`src/rtl/mr_ring_sync_if.sv`:
```
// Observation/control bundle for the synchronous multirail ring.
// Valid semantics: out_valid is a one-cycle pulse with no ready; it marks the
// cycle in which stage STAGES-1 has just turned from NULL to DATA, and
// out_word/data_cnt are valid alongside it. stall is level-sensitive.
interface mr_ring_sync_if #(
    parameter int RAILS  = 3,
    parameter int STAGES = 4,
    parameter int CNT_W  = 16
);
    logic              stall;
    logic [RAILS-1:0]  out_word;
    logic              out_valid;
    logic [STAGES-1:0] phase;
    logic [CNT_W-1:0]  data_cnt;

    // Ring side: takes stall, drives observation outputs.
    modport master (
        input  stall,
        output out_word, out_valid, phase, data_cnt
    );

    // Consumer side: drives stall, observes the ring.
    modport slave (
        output stall,
        input  out_word, out_valid, phase, data_cnt
    );
endinterface

```
`src/rtl/mr_ring_sync.sv`:
```
// Cycle-accurate synchronous model of a Muller-pipeline ring carrying one
// DATA/NULL wavefront pair of 1-of-RAILS multirail words. Stage 0 rotates
// the rails of the word it takes from the last stage by ROT positions.
// The phase vector is the ring state exposed for observation.
module mr_ring_sync #(
    parameter int RAILS     = 3,
    parameter int STAGES    = 4,
    parameter int ROT       = 1,
    parameter int INIT_RAIL = 0,
    parameter int CNT_W     = 16
) (
    input  logic           clk,
    input  logic           init,
    mr_ring_sync_if.master bus
);

    localparam logic [RAILS-1:0] RAIL_ONE  = {{(RAILS-1){1'b0}}, 1'b1};
    localparam logic [RAILS-1:0] INIT_WORD = RAIL_ONE << INIT_RAIL;
    localparam logic [CNT_W-1:0] CNT_ONE   = {{(CNT_W-1){1'b0}}, 1'b1};

    logic [RAILS-1:0]  w_q [STAGES];
    logic [RAILS-1:0]  w_d [STAGES];
    logic [STAGES-1:0] p;
    logic [STAGES-1:0] p_d;
    logic [RAILS-1:0]  rot_w;
    logic              rise;
    logic              out_valid_q;
    logic [CNT_W-1:0]  cnt_q;

    // Stage 0 input: output rail j takes input rail (j+ROT) mod RAILS.
    for (genvar j = 0; j < RAILS; j++) begin : g_rot
        assign rot_w[j] = w_q[STAGES-1][(j + ROT) % RAILS];
    end

    for (genvar i = 0; i < STAGES; i++) begin : g_stage
        localparam int PREV = (i + STAGES - 1) % STAGES;
        localparam int NEXT = (i + 1) % STAGES;

        logic             load;
        logic [RAILS-1:0] src;

        assign p[i]   = |w_q[i];
        // Muller C-element rule: predecessor differs, successor agrees.
        assign load   = (p[PREV] != p[i]) && (p[NEXT] == p[i]);
        assign src    = (i == 0) ? rot_w : w_q[PREV];
        assign w_d[i] = load ? src : w_q[i];
        assign p_d[i] = |w_d[i];

        // Stage register: reset to the initial token, otherwise follow the ring rule unless stalled.
        always_ff @(posedge clk) begin
            if (init) begin
                w_q[i] <= (i == STAGES - 1) ? INIT_WORD : '0;
            end else if (!bus.stall) begin
                w_q[i] <= w_d[i];
            end
        end
    end

    // DATA arriving at the last stage on this edge.
    assign rise = p_d[STAGES-1] & ~p[STAGES-1];

    // Arrival pulse and wrapping arrival counter; both frozen by stall.
    always_ff @(posedge clk) begin
        if (init) begin
            out_valid_q <= 1'b0;
            cnt_q       <= '0;
        end else if (bus.stall) begin
            out_valid_q <= 1'b0;
        end else begin
            out_valid_q <= rise;
            if (rise) begin
                cnt_q <= cnt_q + CNT_ONE;
            end
        end
    end

    assign bus.out_word  = w_q[STAGES-1];
    assign bus.out_valid = out_valid_q;
    assign bus.phase     = p;
    assign bus.data_cnt  = cnt_q;

endmodule

```
`src/flat_wrapper.sv`:
```
// flat-port wrapper written by rule: the top's interface ports become plain ports
module mr_ring_sync_flat 
#(
    parameter int RAILS     = 3,
    parameter int STAGES    = 4,
    parameter int ROT       = 1,
    parameter int INIT_RAIL = 0,
    parameter int CNT_W     = 16
)
  (clk, init, bus_stall, bus_out_word, bus_out_valid, bus_phase, bus_data_cnt);
  mr_ring_sync_if #(.RAILS(RAILS), .STAGES(STAGES), .CNT_W(CNT_W)) bus_i ();
  input  logic clk;
  input  logic init;
  input wire logic [$bits(bus_i.stall)-1:0] bus_stall;
  output wire logic [$bits(bus_i.out_word)-1:0] bus_out_word;
  output wire logic [$bits(bus_i.out_valid)-1:0] bus_out_valid;
  output wire logic [$bits(bus_i.phase)-1:0] bus_phase;
  output wire logic [$bits(bus_i.data_cnt)-1:0] bus_data_cnt;
  assign bus_i.stall = bus_stall;
  assign bus_out_word = bus_i.out_word;
  assign bus_out_valid = bus_i.out_valid;
  assign bus_phase = bus_i.phase;
  assign bus_data_cnt = bus_i.data_cnt;
  mr_ring_sync #(.RAILS(RAILS), .STAGES(STAGES), .ROT(ROT), .INIT_RAIL(INIT_RAIL), .CNT_W(CNT_W)) u_core (.clk(clk), .init(init), .bus(bus_i));
endmodule
```
`config.mk`:
```
export PLATFORM = sky130hd
export DESIGN_NAME = mr_ring_sync_flat
export DESIGN_NICKNAME = d
export VERILOG_FILES = /design/src/rtl/mr_ring_sync_if.sv /design/src/rtl/mr_ring_sync.sv /design/src/flat_wrapper.sv
export SDC_FILE = /design/constraint.sdc
export NUM_CORES = 1
export LEC_CHECK = 0
export BUFFER_PORTS_ARGS = -buffer_cell sky130_fd_sc_hd__buf_2
export CAP_MARGIN = 20
export CORE_MARGIN = 10
export CORE_UTILIZATION = 25
export DETAILED_ROUTE_END_ITERATION = 10
export SLEW_MARGIN = 10
export SYNTH_ARGS = -nofsm -noshare
export SYNTH_HDL_FRONTEND = slang
export SYNTH_SLANG_ARGS = --single-unit
```
`constraint.sdc`:
```
create_clock -name clk -period 2.18 [get_ports clk]
set_input_delay 0.545 -clock clk [delete_from_list [all_inputs] [get_ports clk]]
set_output_delay 0.545 -clock clk [all_outputs]
set_load 0.03 [all_outputs]
```
==> results.txt, run 1 <==
The proportion of power drawn by flip-flops and latches was 0.534. The run finished with clean final reports. The number of warnings printed during yosys synthesis was 0.

The design draws 0.00112 W. Static timing analysis puts the maximum clock frequency at 496 MHz. For the final routed database, the setup TNS stands at 0 ps. The final routed DRC violation total is 0, and the setup clock skew after layout is 5.08 ps. The worst hold path was traced through 2 stages. The number of setup buffers added after CTS is 0. The portion of synthesized cell area occupied by the leading cell type came out at 0.253. Summing all multi-input logic gate instances after layout gives 638 µm². The starting density of the core is 0.259. Fill cells in the final layout number 576. Cell type of the slowest stage on the worst timing path: sky130_fd_sc_hd__edfxtp_1.

The wire length of the first global-routing pass is 5640 µm. The startpoint identified for the worst register-to-register timing path is u_core.w_q[1][4]. For the max-slew violation count, the log shows 0.

At the later pin of the worst-skew pair, clock insertion delay measures 280 ps. The number of input and output port buffers inserted was 26; the number of buffers on the longest clock path was 2. The tools report the headroom to the max-slew limit as 0.652. The power share of the clock group was 0.381; the fraction of layout instances using a drive strength above 1 was 0.288.

The tools report the number of iterations in the first detailed-routing pass as 4. The worst register-to-register path has a depth of 4. The min-delay analysis places its worst path in the category reg2reg. Yosys attributes the largest share of cell area to sky130_fd_sc_hd__edfxtp_1, sky130_fd_sc_hd__dfxtp_1, sky130_fd_sc_hd__a21oi_1, sky130_fd_sc_hd__and2_1, sky130_fd_sc_hd__or3_1. By startpoint and endpoint, the worst setup path is classified as reg2out. Using the TritonRoute via totals, the vias-per-cell ratio works out to 4.74.

The switching power total is 0.000288 W, and the post-synthesis area per instance is 9.69 µm². The cell area after placement was 1630 µm²; the net count of the mapped netlist was 151. The floorplan step set the die height to 95.5 µm. Following the worst setup path forward leads to its endpoint at bus_phase[3]. From left edge to right edge, the die measures 95.5 µm.

The tools report the critical path launch point as u_core.w_q[1][4]. Setup repair after global routing left no endpoint under its margin. For the mapped cell area, the log shows 1430 µm². The run gives 0.767 as the placer's final routability congestion estimate. The logs give 24 for the pin count of the biggest net entering global routing and 2 for the H-tree depth. The total power divided by cell area is 655 nW/µm².

TritonCTS built the clock tree. The sequential cells in the finished layout cover a total of 701 µm². Hold repair after CTS inserted 0 buffers.

The count of max-cap constraint violations came out at 0. The internal cell power was 0.000834 W. Library cell with the largest summed area after synthesis: sky130_fd_sc_hd__edfxtp_1. The run gives 5510 µm² as the core area. The tools report the worst hold slack across all endpoints as 488 ps.

Clock tree synthesis found a total of 29 sinks. The run gives 37 as the count of distinct cell types in the synthesized netlist. The logs give 0 for the antenna cell count and 0 for the post-CTS resize count. STA classifies the critical path startpoint as a flop.

Row generation in the floorplan step produced 27 rows. The logs give 0.085 for the part of the power in combinational logic and 1180 for the via total after detailed routing. The tools report the final standard cell utilization of the core as 0.311. The cell leakage power is 0.648 nW, and the area added between synthesis and finish is 20.2%.

Sort of element at the end of the critical path: a primary output. The endpoint of the most critical register-to-register path is u_core.bus.data_cnt[13]. The cell sitting at the root of the clock tree is a sky130_fd_sc_hd__clkbuf_8.

In this design, the largest share of critical-path delay is due to flip-flops. Counting the buffers created by CTS gives 5. The part of the Yosys area used for sequential elements was 0.492. For the number of global-route vias before repair, the log shows 1129. The instance count of the mapped netlist was 147; the final worst-path cycle share was 0.926. The post-route minimum period is 2020 ps, and the total setup violations reported at the end of the flow is 0. For the pin with the worst max-slew slack, the measured transition is 520 ps. 27 I/O pins were placed. The detail route stage leaves a number of antenna-violating nets equal to 0. Together, buffers and inverters on the worst path number 2. The die covers 9120 µm². The number of failing hold endpoints at the final stage is 0.

For the global-route usage over all layers, the log shows 0.0791. The number of nets in the layout was 180. The worst path arrival time was 1470 ps; the average detailed-routed wire length per instance was 13.9 µm. Walking the worst path, the cells encountered are nor3_4 > inv_1 > buf_2. Worst stage delay on the critical path: 500 ps. The worst voltage drop across the vdd grid is 0.210 mV, and the path length in cells of the critical path is 3. The number of antenna violations at the first check in global routing came out at 0. The routed wire length was 3460 µm; the register bit total from synthesis was 29.

The maximum fanout along the worst path is 5, and the finished layout cell area is 1710 µm². The data required time of the critical path was 1630 ps. After the first detailed-routing iteration, the DRC count stood at 106.

The remaining global-route overflow is 0. Clock slew at the register clock pins of the worst setup and hold paths: 60 ps. Detailed placement finished with a half-perimeter wire length of 2550 µm.

For flop-to-flop paths, the worst setup slack is 370 ps. Switching portion of total power: 0.257.
## tightest hold or removal path: cells and delay by family, from the launching register on
| kind | cells | cell delay, ps |
|---|---|---|
| DFF | 1 | 320 |
| AOI/OAI and AO/OA | 2 | 120 |
## layout make-up
cell class | instances | share of cell area
Multi-Input combinational cell | 101 | 0.373
Tap cell | 72 | 0.0526
Clock buffer | 6 | 0.0424
Sequential cell | 29 | 0.409
Timing Repair Buffer | 32 | 0.102
Clock inverter | 2 | 0.00584
Inverter | 7 | 0.0153
## Yosys cell counts
cell,number
sky130_fd_sc_hd__and3_1,3
sky130_fd_sc_hd__and4_1,1
sky130_fd_sc_hd__a22oi_1,2
sky130_fd_sc_hd__nor2_1,6
sky130_fd_sc_hd__o21bai_1,1
sky130_fd_sc_hd__or2_2,2
sky130_fd_sc_hd__buf_6,1
sky130_fd_sc_hd__nor3_1,4
sky130_fd_sc_hd__buf_4,3
sky130_fd_sc_hd__nor2_2,1
sky130_fd_sc_hd__and2_1,10
sky130_fd_sc_hd__nand4_1,3
sky130_fd_sc_hd__nand2b_1,1
sky130_fd_sc_hd__dfxtp_1,17
sky130_fd_sc_hd__or4_1,4
sky130_fd_sc_hd__nor2b_1,2
sky130_fd_sc_hd__nand3_1,7
sky130_fd_sc_hd__nand2_1,5
sky130_fd_sc_hd__buf_2,3
sky130_fd_sc_hd__and3b_1,1
sky130_fd_sc_hd__clkbuf_1,3
sky130_fd_sc_hd__a21oi_1,16
sky130_fd_sc_hd__xnor2_1,2
sky130_fd_sc_hd__ha_1,1
sky130_fd_sc_hd__edfxtp_1,12
sky130_fd_sc_hd__mux2_2,1
sky130_fd_sc_hd__or3_1,8
sky130_fd_sc_hd__nand4_2,1
sky130_fd_sc_hd__nor4_2,1
sky130_fd_sc_hd__inv_1,5
sky130_fd_sc_hd__nor3_4,2
sky130_fd_sc_hd__inv_2,2
sky130_fd_sc_hd__nor3_2,1
sky130_fd_sc_hd__o21ai_0,9
sky130_fd_sc_hd__mux2i_1,1
sky130_fd_sc_hd__o31ai_1,4
sky130_fd_sc_hd__nand3_2,1
## through the flow
stage,instances,worst slack [ps]
floorplan,147,470
global placement,241,294
detailed placement,241,267
CTS,249,154
global route,249,88.7
finish,249,162
## routing by layer
layer / global-route usage / part of all wire / up-vias
met2: 0.120 / 0.44 / 35
met4: 0.0369 / 0.019 / 0
met5: 0 / 0 / -
li1: - / - / 586
met3: 0.0322 / 0.060 / 9
met1: 0.0954 / 0.48 / 550
## power groups by stage
stage	sequential, W	combinational (W)	clock (W)
3_3_place_gp	0.000611	0.0000956	0
6_report	0.000599	0.0000957	0.000427
3_5_place_dp	0.000610	0.0000965	0
5_1_grt	0.000600	0.000105	0.000463
2_1_floorplan	0.000605	0.0000721	0
4_1_cts	0.000599	0.0000965	0.000435
## registers in the layout, indices dropped and copies added (netlist names)
signal,flops
u_core.bus.data_cnt,16
u_core.w_q,12
u_core.bus.out_valid,1
## placed cells by master (no fill, tap or decap), types with 2 or more instances in the layout
master / n
sky130_fd_sc_hd__nor3_1: 4
sky130_fd_sc_hd__or2_2: 2
sky130_fd_sc_hd__nand3_1: 7
sky130_fd_sc_hd__a21oi_1: 16
sky130_fd_sc_hd__or3_1: 8
sky130_fd_sc_hd__and3_1: 3
sky130_fd_sc_hd__clkinv_2: 2
sky130_fd_sc_hd__a22oi_1: 2
sky130_fd_sc_hd__nor3_4: 2
sky130_fd_sc_hd__nor2b_1: 2
sky130_fd_sc_hd__edfxtp_1: 12
sky130_fd_sc_hd__o31ai_1: 4
sky130_fd_sc_hd__nand2_1: 5
sky130_fd_sc_hd__inv_1: 5
sky130_fd_sc_hd__dfxtp_1: 17
sky130_fd_sc_hd__nand4_1: 3
sky130_fd_sc_hd__or4_1: 4
sky130_fd_sc_hd__buf_4: 6
sky130_fd_sc_hd__xnor2_1: 2
sky130_fd_sc_hd__o21ai_0: 9
sky130_fd_sc_hd__inv_2: 2
sky130_fd_sc_hd__buf_2: 26
sky130_fd_sc_hd__nor2_1: 6
sky130_fd_sc_hd__and2_1: 10
sky130_fd_sc_hd__clkbuf_8: 5
## how the worst min path moves through the flow
stage | from | endpoint
floorplan | u_core.w_q[0][5] | u_core.w_q[1][2]
global placement | u_core.bus.data_cnt[15] | u_core.bus.data_cnt[15]
detailed placement | u_core.bus.data_cnt[15] | u_core.bus.data_cnt[15]
CTS | u_core.bus.data_cnt[15] | u_core.bus.data_cnt[15]
global route | u_core.bus.data_cnt[15] | u_core.bus.data_cnt[15]
finish | u_core.bus.data_cnt[15] | u_core.bus.data_cnt[15]
## kinds of logic after synthesis
kind of cell,synth area share
adder cells (fa/ha/maj),0.00878
AO/OA/AOI/OAI,0.125
AND/OR/NAND/NOR,0.287
buffers and inverters,0.0606
flip-flops,0.492
XOR/XNOR,0.0123
multiplexers,0.0149
(Power assumes the default switching activity.)
==> run 2, diff against run 1 <==
Settings changed: REMOVE_ABC_BUFFERS set to 1.
==> run 2 against run 1 <==
Effect of this change: global-route usage is 0.057 points higher; non-clock buffer count is 1 higher; sequential share of layout area is 0.18 points lower; count of clock-buffer cells in the layout stayed put; critical endpoint unchanged; largest cell class unchanged.
==> results.txt, run 2 (synthesis gave the netlist of run 1 again) <==
The flow ran to the end, and the final reports show no timing, DRC or antenna violations. The remaining global-route overflow came out at 0 (unchanged). The number of failing hold endpoints at the final stage is 0 (unchanged). The site row count is 27 (unchanged).

The run gives 0 (unchanged) as the setup fix buffers added after clock tree synthesis. The number of iterations in the first detailed-routing pass is 4 (unchanged). The average detailed-routed wire length per instance came out at 13.2 µm (-4.8%). The final-layout fill cell count came out at 575 (-0.17%).

The wire length of the first global-routing pass came out at 5680 µm (+0.73%). The final worst-path cycle share came out at 0.911 (-0.0147). The width of the die is 95.5 µm (unchanged), and the starting density of the core is 0.259 (unchanged). Total power divided by cell area: 649 nW/µm² (-0.99%).

The fraction of layout instances using a drive strength above 1 is 0.292 (+0.00400). The logs give 0.253 mV (+20%) for the worst voltage drop across the vdd grid and 0 (unchanged) for the count of max-cap constraint violations. The cts-stage hold buffer count is 0 (unchanged). The tree is rooted in a sky130_fd_sc_hd__clkbuf_8.

For the number of nets still failing antenna checks after routing, the log shows 0 (unchanged). The run gives 0 ps (unchanged) as the summed negative setup slack over all endpoints. The multi-input logic area is 638 µm² (unchanged).

Setup clock skew after layout: 7.53 ps (+2.45 ps). The most common cell after layout, fill and taps aside was sky130_fd_sc_hd__buf_2. The number of input and output port buffers inserted works out to 26 (unchanged).

The worst setup path is launched from a flop. The antenna cell count was 0 (unchanged). The sort of element at the end of the critical path is a primary output. From synthesis to final layout, the design area changed by 20.7%. The run gives 14 (-42%) as the pin count of the biggest net entering global routing. Detail-routed via count per cell: 4.78 (+0.87%).

The slew at the pin with the worst max-slew slack was 518 ps (-1.88 ps). The placer's final routability congestion estimate was 0.840 (+9.6%); the cell leakage power was 0.653 nW (+0.74%). The number of flip-flops under the largest register name came out at 16 (unchanged). The maximum clock frequency was 504 MHz (+1.6%).

The clock slew at the register clock pins of the worst setup and hold paths is 70 ps (about the same), and the clock buffer count from CTS is 5 (unchanged). The logs give 250 (+0.40%) for the number of non-filler instances in the completed layout and 1630 ps (about the same) for the data required time of the critical path. The overall die height was 95.5 µm (unchanged); the maximum fanout along the worst path was 5 (unchanged). The logs give 2 (unchanged) for the number of buffers on the longest clock path and 1440 ps (-30 ps) for the worst path arrival time. The routed wire length was 3310 µm (-4.4%); the depth of the worst register-to-register path was 5 (+1).

The critical path is of the reg2out type. The post-route minimum period came out at 1990 ps (-31.9 ps). TritonCTS built the clock tree.

The run gives 5510 µm² (unchanged) as the core area. The run gives 0.0797 (+0.000572) as the global-route usage over all layers. The final routed DRC violation total is 0 (unchanged), and the total setup violations reported at the end of the flow is 0 (unchanged).

The logs give 55 (-48%) for the initial detailed-routing violation count and 1206 (+6.8%) for the number of global-route vias before repair. The run gives 0.00112 W (-0.56%) as the total power draw. Max-slew violation count: 0 (unchanged). The run gives 0.653 (+0.00126) as the headroom to the max-slew limit.

Setup repair after global routing left no endpoint under its margin. The depth of the worst hold-timing path works out to 2 (unchanged). For the register area, the log shows 701 µm² (unchanged). The die area came out at 9120 µm² (unchanged). The run gives 2510 µm (-1.4%) as the half-perimeter wire length of the detailed placement result. The clock latency at the later pin of the worst-skew pair was 280 ps (about the same); the post-CTS resize count was 0 (unchanged). The tools report the number of antenna violations at the first check in global routing as 0 (unchanged). The number of nets in the layout was 181 (+0.56%). The number of clock sinks seen by CTS is 29 (unchanged), and the instance count after placement with tap cells included is 242 (+0.41%).

In the layout the commonest cells are sky130_fd_sc_hd__buf_2, sky130_fd_sc_hd__dfxtp_1, sky130_fd_sc_hd__a21oi_1. The number of I/O pins came out at 27 (unchanged). The run gives 2 (unchanged) as the H-tree depth.

For the via total after detailed routing, the log shows 1195 (+1.3%). The kind of path behind the tightest hold check is reg2reg.
## run 2: metal layers
| metal | GRT usage | part of all wire |
|---|---|---|
| met5 | 0 | 0 |
| met4 | 0.0369 | 0.015 |
| met3 | 0.0361 | 0.088 |
| met2 | 0.123 | 0.46 |
| met1 | 0.0925 | 0.43 |
## run 2: stage by stage
step           hold WS, ps  area, µm²  setup slack [ps]   util
3_5_place_dp           494       1640               261  0.297
6_report               501       1720               194  0.312
2_1_floorplan          526       1370               293      -
3_3_place_gp           477       1640               294  0.297
5_1_grt                544       1720              86.5  0.312
4_1_cts                508       1720               181  0.312
## run 2: cell type report
| type | count | area share |
|---|---|---|
| Clock buffer | 6 | 0.0422 |
| Clock inverter | 2 | 0.00582 |
| Inverter | 7 | 0.0153 |
| Multi-Input combinational cell | 101 | 0.371 |
| Sequential cell | 29 | 0.407 |
| Tap cell | 72 | 0.0524 |
| Timing Repair Buffer | 33 | 0.106 |
## run 2: path summary, 6_finish.rpt
path / to / start / slack [ps]
hold reg to reg: u_core.bus.data_cnt[5] / u_core.bus.data_cnt[5] / 500
setup / recovery: bus_phase[3] / u_core.w_q[1][4] / 190
hold / removal: u_core.bus.data_cnt[5] / u_core.bus.data_cnt[5] / 500
setup reg to reg: u_core.bus.data_cnt[7] / u_core.w_q[1][4] / 300
## run 2: power breakdown
part / internal, W / switching (W)
Clock: 0.000221 / 0.000202
Combinational: 0.0000314 / 0.0000650
Sequential: 0.000583 / 0.0000136
Total: 0.000835 / 0.000281
## run 2: worst max-delay path, stage by stage (launching register included)
cell	delay (ps)
sky130_fd_sc_hd__edfxtp_1	480
sky130_fd_sc_hd__nor3_4	310
sky130_fd_sc_hd__inv_1	160
sky130_fd_sc_hd__buf_2	210
==> run 3, diff against run 2 <==
Clock period 2.18 ns to 2.3 ns, I/O delays scaled along.
==> run 3 against run 2 <==
Effect of this change: sequential power fell by 5.0%; cell count fell by 1.2%; highest routed layer unchanged; power fell by 5.6%; clock power fell by 6.1%; register-to-register slack improved by 70 ps; combinational power fell by 6.5%.
==> results.txt, run 3 (synthesis gave the netlist of run 1 again) <==
The flow ran to the end, and the final reports show no timing, DRC or antenna violations. Number of I/O pins: 27 (unchanged). The library cell used most frequently in the layout, excluding fill and tap cells, is sky130_fd_sc_hd__buf_2. The final routed DRC violation total was 0 (unchanged). The number of input and output port buffers inserted works out to 26 (unchanged). The remaining global-route overflow came out at 0 (unchanged). The logs give 29 (unchanged) for the number of clock sinks seen by CTS and 4 (unchanged) for the number of iterations in the first detailed-routing pass. The run gives 2 (unchanged) as the number of buffers on the longest clock path. The tools report the summed negative setup slack over all endpoints as 0 ps (unchanged). Setup repair after global routing left no endpoint under its margin. The run gives 3370 µm (+1.8%) as the routed wire length.

The signal on the critical path passes through nor3_4 > inv_1 > buf_2. The run gives 0.218 mV (-14%) as the worst voltage drop across the vdd grid. The clock latency at the later pin of the worst-skew pair is 280 ps (about the same), and the area added between synthesis and finish is 19.1%.

The run gives 5710 µm (+0.62%) as the wire length of the first global-routing pass. The final standard cell utilization of the core is 0.308 (-0.00432), and the final worst-path cycle share is 0.887. The slew at the pin with the worst max-slew slack works out to 526 ps (+7.59 ps).

The tree is rooted in a sky130_fd_sc_hd__clkbuf_8. The logs give 4.82 ps (-2.71 ps) for the setup clock skew after layout and 0.0803 (+0.000605) for the global-route usage over all layers. The most critical setup path has its startpoint at u_core.w_q[1][4]. The run gives 490 MHz as the maximum clock frequency. The number of nets in the layout is 178 (-1.7%), and the headroom to the max-slew limit is 0.648 (-0.00508). The run gives 0 (unchanged) as the cts-stage hold buffer count. The run gives 0 (unchanged) as the total setup violations reported at the end of the flow. The width of the die was 95.5 µm (unchanged). The run gives 27 (unchanged) as the site row count. Antenna cell count: 0 (unchanged).

The tools report the origin of the critical flop-to-flop path as u_core.w_q[1][4]. The worst hold path begins at u_core.bus.data_cnt[15]. Max-slew violation count: 0 (unchanged). The worst setup path is launched from a flop.

The tools report the worst path arrival time as 1470 ps (+30 ps). For the cell leakage power, the log shows 0.638 nW (-2.3%). Overall die height: 95.5 µm (unchanged). The kind of path behind the tightest hold check was reg2reg. The initial detailed-routing violation count came out at 42 (-24%). The number of failing hold endpoints at the final stage was 0 (unchanged). The fraction of layout instances using a drive strength above 1 is 0.274 (-0.0178), and the clock buffer count from CTS is 5 (unchanged). The run gives 0 (unchanged) as the post-CTS resize count. The count of max-cap constraint violations is 0 (unchanged).

The number of flip-flops under the largest register name was 16 (unchanged). The largest individual stage delay along the critical path comes from the cell sky130_fd_sc_hd__edfxtp_1. The starting density of the core came out at 0.259 (unchanged).

The setup fix buffers added after clock tree synthesis came out at 0 (unchanged). In the layout the commonest cells are sky130_fd_sc_hd__buf_2, sky130_fd_sc_hd__dfxtp_1, sky130_fd_sc_hd__a21oi_1. The detail-routed via count per cell is 4.72 (-1.2%). The worst setup path is captured at a primary output. The maximum fanout along the worst path came out at 5 (unchanged).

The logs give 5510 µm² (unchanged) for the core area and 1730 ps (+100 ps) for the data required time of the critical path. The total power divided by cell area was 621 nW/µm² (-4.3%). The logs give 0 (unchanged) for the number of nets still failing antenna checks after routing and 0.849 (+1.0%) for the placer's final routability congestion estimate. For the number of global-route vias before repair, the log shows 1176 (-2.5%). The average detailed-routed wire length per instance is 13.6 µm (+3.1%), and the worst stage delay on the critical path is 490 ps (about the same).

Number of antenna violations at the first check in global routing: 0 (unchanged). The run gives 2530 µm (+0.46%) as the half-perimeter wire length of the detailed placement result. Die area: 9120 µm² (unchanged). TritonCTS built the clock tree.

Subtracting the final worst setup slack from the clock period gives 2040 ps. The via total after detailed routing is 1167 (-2.3%). The worst setup path is of the reg2out kind. The clock slew at the register clock pins of the worst setup and hold paths was 70 ps (about the same). For the pin count of the biggest net entering global routing, the log shows 15 (+1). The run gives 2 (unchanged) as the H-tree depth.
[run 3: cell count changes in the layout (fill, tap and decap cells not counted), sizes merged]
cell | before | now
buf | 33 | 30
clkbuf | 6 | 5
clkinv | 2 | 3
[run 3: critical path: cells and delay by family, from the launching register on]
family / cells / cell delay [ps]
simple gates: 1 / 320
flops: 1 / 490
buf+inv: 2 / 370
[run 3: path summary, 6_finish.rpt]
kind / end / cells past startpoint / slack (ps)
setup / recovery: bus_phase[3] / 3 / 260
hold / removal: u_core.bus.data_cnt[15] / 2 / 480
setup reg to reg: u_core.bus.data_cnt[13] / 4 / 370
hold reg to reg: u_core.bus.data_cnt[15] / 2 / 480
[run 3: per-stage QoR]
step	cells	hold slack, ps	instance area [µm²]	total power, W	worst slack (ps)
floorplan	137	526	1370	0.000630	413
global placement	239	469	1620	0.000667	278
detailed placement	239	480	1620	0.000668	242
CTS	247	491	1700	0.00107	254
global route	247	532	1700	0.00109	176
finish	247	482	1700	0.00105	259
[run 3: layout make-up]
class,count,area (µm²)
Sequential cell,29,701
Multi-Input combinational cell,101,638
Timing Repair Buffer,30,160
Inverter,7,26.3
Clock buffer,5,68.8
Fill cell,585,3810
Clock inverter,3,12.5
Tap cell,72,90.1
[run 3: metal layers]
layer	routed length [µm]	global-route usage
met1	1450	0.0924
met2	1570	0.127
met3	290	0.0346
met4	62	0.0369
met5	0	0
[run 3: power by group]
| part | internal [W] | leakage, nW | switching (W) | total [W] |
|---|---|---|---|---|
| clock network | 0.000203 | 0.0430 | 0.000194 | 0.000397 |
| registers | 0.000552 | 0.261 | 0.0000136 | 0.000566 |
| logic | 0.0000287 | 0.335 | 0.0000615 | 0.0000901 |
